<file path="src/rtl/mnist_pkg.sv">
// Shared definitions for the MNIST inference output stage: sizes, FP32
// field positions, argmax FSM state encoding and small FP32 helpers.
package mnist_pkg;

    localparam int N_CLASSES = 10;
    localparam int DW        = 32;
    localparam int IDXW      = 4;

    // IEEE-754 single-precision field positions
    localparam int         EXP_MSB      = 30;
    localparam int         EXP_LSB      = 23;
    localparam int         MANT_MSB     = 22;
    localparam logic [7:0] EXP_ALL_ONES = 8'hFF;

    // Argmax FSM encoding
    localparam logic [1:0] IDLE = 2'd0;
    localparam logic [1:0] SCAN = 2'd1;
    localparam logic [1:0] DONE = 2'd2;

    // True for any NaN (quiet or signalling): all-ones exponent, non-zero mantissa
    function automatic logic fp32_is_nan(input logic [DW-1:0] x);
        return (x[EXP_MSB:EXP_LSB] == EXP_ALL_ONES) && (x[MANT_MSB:0] != '0);
    endfunction

    // True for +0 and -0 alike
    function automatic logic fp32_is_zero(input logic [DW-1:0] x);
        return (x[EXP_MSB:0] == '0);
    endfunction

endpackage

</file>
<file path="src/rtl/mnist_fp32_gt.sv">
// Combinational strict FP32 greater-than on raw sign-magnitude bits.
// NaN never wins and loses to any ordinary value; +0 equals -0;
// infinities and denormals order by plain bit magnitude.
module mnist_fp32_gt
    import mnist_pkg::*;
(
    input  logic [DW-1:0] a,
    input  logic [DW-1:0] b,
    output logic          gt
);

    logic          a_sign;
    logic          b_sign;
    logic [DW-2:0] a_mag;
    logic [DW-2:0] b_mag;

    assign a_sign = a[DW-1];
    assign b_sign = b[DW-1];
    assign a_mag  = a[DW-2:0];
    assign b_mag  = b[DW-2:0];

    // Priority: NaN rules first, then signed-zero equality, then ordinary ordering
    always_comb begin
        gt = 1'b0;
        if (fp32_is_nan(a)) begin
            gt = 1'b0;
        end else if (fp32_is_nan(b)) begin
            gt = 1'b1;
        end else if (fp32_is_zero(a) && fp32_is_zero(b)) begin
            gt = 1'b0;
        end else if (a_sign != b_sign) begin
            gt = ~a_sign;
        end else if (!a_sign) begin
            gt = (a_mag > b_mag);
        end else begin
            gt = (a_mag < b_mag);
        end
    end

endmodule

</file>
<file path="src/rtl/mnist_argmax_classifier.sv">
// Final MNIST stage: captures ten FP32 logits, scans them one compare per
// cycle and presents the winning class index and logit on a valid/ready port.
module mnist_argmax_classifier
    import mnist_pkg::*;
(
    input  logic                    clk,
    input  logic                    rst_n,
    input  logic [N_CLASSES*DW-1:0] logits,
    input  logic                    in_valid,
    output logic                    in_ready,
    output logic [IDXW-1:0]         class_out,
    output logic [DW-1:0]           max_val,
    output logic                    out_valid,
    input  logic                    out_ready
);

    logic [1:0]              state_q,    state_d;
    logic [N_CLASSES*DW-1:0] cap_q,      cap_d;
    logic [IDXW-1:0]         idx_q,      idx_d;
    logic [IDXW-1:0]         best_idx_q, best_idx_d;
    logic [DW-1:0]           best_val_q, best_val_d;

    logic [DW-1:0]           cur_logit;
    logic                    cur_gt;

    // Select the captured logit addressed by the scan index
    always_comb begin
        cur_logit = '0;
        for (int i = 0; i < N_CLASSES; i++) begin
            if (idx_q == IDXW'(i)) begin
                cur_logit = cap_q[i*DW +: DW];
            end
        end
    end

    mnist_fp32_gt u_gt (
        .a  (cur_logit),
        .b  (best_val_q),
        .gt (cur_gt)
    );

    // Next-state: capture in IDLE, one compare per SCAN cycle, hold in DONE until taken
    always_comb begin
        state_d    = state_q;
        cap_d      = cap_q;
        idx_d      = idx_q;
        best_idx_d = best_idx_q;
        best_val_d = best_val_q;
        case (state_q)
            IDLE: begin
                if (in_valid) begin
                    cap_d      = logits;
                    best_val_d = logits[DW-1:0];
                    best_idx_d = '0;
                    idx_d      = IDXW'(1);
                    state_d    = SCAN;
                end
            end
            SCAN: begin
                if (cur_gt) begin
                    best_val_d = cur_logit;
                    best_idx_d = idx_q;
                end
                if (idx_q == IDXW'(N_CLASSES-1)) begin
                    idx_d   = '0;
                    state_d = DONE;
                end else begin
                    idx_d = idx_q + IDXW'(1);
                end
            end
            DONE: begin
                if (out_ready) begin
                    state_d = IDLE;
                end
            end
            default: begin
                state_d = IDLE;
            end
        endcase
    end

    // State and datapath registers; reset abandons any inference in flight
    always_ff @(posedge clk or negedge rst_n) begin
        if (!rst_n) begin
            state_q    <= IDLE;
            cap_q      <= '0;
            idx_q      <= '0;
            best_idx_q <= '0;
            best_val_q <= '0;
        end else begin
            state_q    <= state_d;
            cap_q      <= cap_d;
            idx_q      <= idx_d;
            best_idx_q <= best_idx_d;
            best_val_q <= best_val_d;
        end
    end

    assign in_ready  = (state_q == IDLE);
    assign out_valid = (state_q == DONE);
    assign class_out = best_idx_q;
    assign max_val   = best_val_q;

endmodule

</file>
<file path="config.mk">
export PLATFORM = sky130hd
export DESIGN_NAME = mnist_argmax_classifier
export DESIGN_NICKNAME = d
export VERILOG_FILES = /design/src/rtl/mnist_pkg.sv /design/src/rtl/mnist_fp32_gt.sv /design/src/rtl/mnist_argmax_classifier.sv
export SDC_FILE = /design/constraint.sdc
export NUM_CORES = 1
export LEC_CHECK = 0
export ABC_AREA = 1
export ABC_CLOCK_PERIOD_IN_PS = 4900
export CAP_MARGIN = 20
export CORE_ASPECT_RATIO = 1.2
export CORE_MARGIN = 5
export CORE_UTILIZATION = 40
export DETAILED_ROUTE_END_ITERATION = 7
export HOLD_SLACK_MARGIN = 0.08
export PLACE_DENSITY = 0.75
export SLEW_MARGIN = 20
export SYNTH_ARGS = -nofsm -noshare
export SYNTH_HDL_FRONTEND = slang
export SYNTH_HIERARCHICAL = 1
export SYNTH_SLANG_ARGS = --single-unit
</file>
<file path="constraint.sdc">
create_clock -name clk -period 4.9 [get_ports clk]
set_clock_uncertainty 0.05 [all_clocks]
set_input_delay 0.735 -clock clk [delete_from_list [all_inputs] [get_ports clk]]
set_output_delay 0.735 -clock clk [all_outputs]
set_load 0.02 [all_outputs]
</file>
==> impl_metrics.yaml, run 1 <==
cells_and_area:
  seqCellArea_sq_um: 9060
  nFillCells: 4128
  final_cells: 3362
  drive_above_1_share_pct: 5.55
  final_util_pct: 53.2
  final_area_sq_um: 23700
  area_growth_pct: 32.4
  multi_input_area_sq_um: 7760
  nNetsFinal: 3118
pwr:
  irDropWorstVdd_v: 0.000583
  leakage_nw: 12.1
  p_per_area_nw_per_um2: 726
  power.total_mw: 17.2
floorplan:
  start_util_pct: 40.2
  dieArea_sq_um: 49100
  top_level_ports: 362
  core_area_sq_um: 44600
  fp.dieH_microns: 242
  num_rows: 85
  dieWidth_microns: 203
timing:
  setup_viol_count_final: 0
  whs_ns: 0.248
  post-route-period-util_pct: 90.9
  final-max-slew-violation-count: 0
  finalHoldViolCount: 0
  worst_slew_pin_slew_ns: 1.05
  rsz0062_at_grt: "false"
  setup_slack_ns: 0.446
  fmax_mhz: 225
  relSlewSlack_pct: 30.0
  finalSetupTns_ns: 0
  fin_crit_ns: 4.45
global_routing:
  grt_pass1_wl_microns: 100000
  grt_pass1_vias: 17600
  grt_overflow: 0
  antenna_found_initial: 3
  grt_max_degree: 228
  grt_usage_pct: 25.9
status:
  status: "complete, no violations"
worst_setup_path:
  cp_data_arrival_time_ns: 4.88
  regToRegEndpoint: "max_val[22]$_DFFE_PN0P_"
  r2r_setup_slack_ns: 0.45
  path_max_fanout: 90
  crit_top_cell: "nand2_1"
  rr_worst_depth: 28
  cp_slowest_cell: "dfrtp_1"
  crit_start: "idx_q[2]$_DFFE_PN0P_"
  critPathCaptureType: "flop"
  worst_r2r_startpoint: "idx_q[2]$_DFFE_PN0P_"
  startpoint_type: "flop"
  critPathKind: "flop to flop"
  required_ns: 5.33
  slowest_delay_ns: 0.43
routing:
  drtIter0Drc: 1560
  drc: 0
  vias_per_cell: 5.13
  vias: 17200
  ant_nets: 0
  dr.pass1.iters: 6
  wl_per_cell_microns: 19.4
  wl_microns: 65200
worst_hold_path:
  hold_class: "input port to asynchronous set/reset pin"
yosys:
  syn_avg_cell_area_sq_um: 7.29
  yosys_warnings: 6
  synth_seq_cells: 362
  synth_area_sq_um: 17900
  yosys-top-cells-area: "dfrtp_1 (51%), nand2_1 (27%), nand3_1 (4.7%), inv_1 (3.2%), nand4_1 (2.6%)"
  syn_nets: 2810
  syn_inst: 2455
  yosysTopAreaCell: "dfrtp_1"
  synth_top_area_share_pct: 50.6
  synth-seq-area-share_pct: 50.6
  synth_cell_type_count: 31
run:
  cap_violations: 0
cts:
  root_buffer: "clkbuf_16"
  clk_latency_ns: 0.55
  clockBufferDepth: 3
  cts_num_sinks: 362
  ctsHoldBuffers: 0
  cts_buffers: 40
  htreeDepth: 2
  cts_tree: "done"
  cts.clk_slew.worst_paths_ns: 0.06
place:
  io_buffers: 361
  place.gp.congestion: 0.896
  pre_cts_slack_ns: 0.312
  place_inst: 3283
  dpl-instance-area_sq_um: 22100
  hpwlAfterDp_microns: 48500
==> critical path, delay by kind of cell (launching register included) <==
family	cells	cell delay (ns)
simple gates	18	2.09
buf+inv	5	0.93
compound gates	4	0.49
flops	1	0.43
fa+ha+maj	1	0.34
==> area by class of cell <==
type	count	share of cell area (%)
multi-input cells	1803	32.7
repair buffers	397	17.1
diodes	3	0.0317
clock inverters	18	1.39
clock buffers	55	5.02
flip-flops and latches	362	38.2
inverters	159	2.57
well taps	565	2.98
==> where the power goes <==
group          switching (mW)  internal [mW]  leakage [nW]
Clock                    1.27           2.18         0.753
Sequential              0.984           4.44          4.50
Combinational            5.42           2.92          6.86
Total                    7.68           9.53          12.1
==> how the worst max path moves through the flow <==
stage	to	slack (ns)	cells past startpoint
floorplan	max_val[28]$_DFFE_PN0P_	1.46	24
global placement	max_val[1]$_DFFE_PN0P_	0.37	27
detailed placement	max_val[13]$_DFFE_PN0P_	0.31	27
CTS	max_val[13]$_DFFE_PN0P_	0.29	27
global route	max_val[27]$_DFFE_PN0P_	0.07	28
finish	max_val[22]$_DFFE_PN0P_	0.45	28
==> synth_stat cells <==
cell type,number
nor3_1,9
inv_1,153
or2_2,23
a21oi_1,11
or2_1,10
o22ai_1,2
nor3b_1,1
a21o_1,2
clkinv_1,2
o32ai_1,1
ha_1,31
nor3_2,2
nor2_4,1
nand3_1,168
o21ai_0,69
o211ai_1,1
nor2_2,5
clkbuf_1,92
nor4_1,1
a21oi_2,2
nand2_1,1286
nor2_1,98
buf_1,7
nand2_2,3
nand4_1,74
dfrtp_1,362
nand4_2,1
inv_2,4
buf_2,32
and2_1,1
a31oi_1,1
==> per-layer routing <==
metal  global-route usage [%]  part of all wire (%)  vias up
met5                        0                     0        -
met4                     10.3                   4.2        0
met3                     4.35                   7.0      138
met2                     43.0                    48      703
met1                     34.1                    41     8162
li1                         -                     -     8240
==> flip-flops by register name, indices dropped and copies added (netlist names) <==
signal,count
max_val,32
class_out,4
state_q,2
cap_q,320
idx_q,4
==> kinds of logic (layout without fill, tap and decap cells) <==
group | Yosys count | after routing | share of synthesized area (%)
buffers and inverters | 290 | 629 | 6.30
flip-flops | 362 | 362 | 50.6
other | 0 | 3 | 0
AND/OR/NAND/NOR | 1683 | 1683 | 38.3
AO/OA/AOI/OAI | 89 | 89 | 2.61
adder cells (fa/ha/maj) | 31 | 31 | 2.17
==> repair_timing <==
item | in CTS | in global routing
setup endpoints to repair | 0 | 27
endpoints found under the hold margin | 0 | 0
gates resized for setup | 0 | 2
setup buffers | 0 | 3
==> layout by cell type, fill, tap and decap left out, drive strengths merged, types with 11 or more instances in the layout <==
| master | instances |
|---|---|
| buf | 37 |
| o21ai | 69 |
| nand3 | 168 |
| or2 | 33 |
| clkdlybuf4s50 | 360 |
| nor2 | 104 |
| dfrtp | 362 |
| clkbuf | 55 |
| a21oi | 13 |
| nand2 | 1289 |
| nand4 | 75 |
| nor3 | 11 |
| inv | 158 |
| ha | 31 |
Power figures use the tool's default switching activity.
==> inputs of run 2 (changes only) <==
Settings changed: CAP_MARGIN 20 to default.
==> results of run 2 <==
No change in the layout: final DEF, timing and power equal those of run 1.
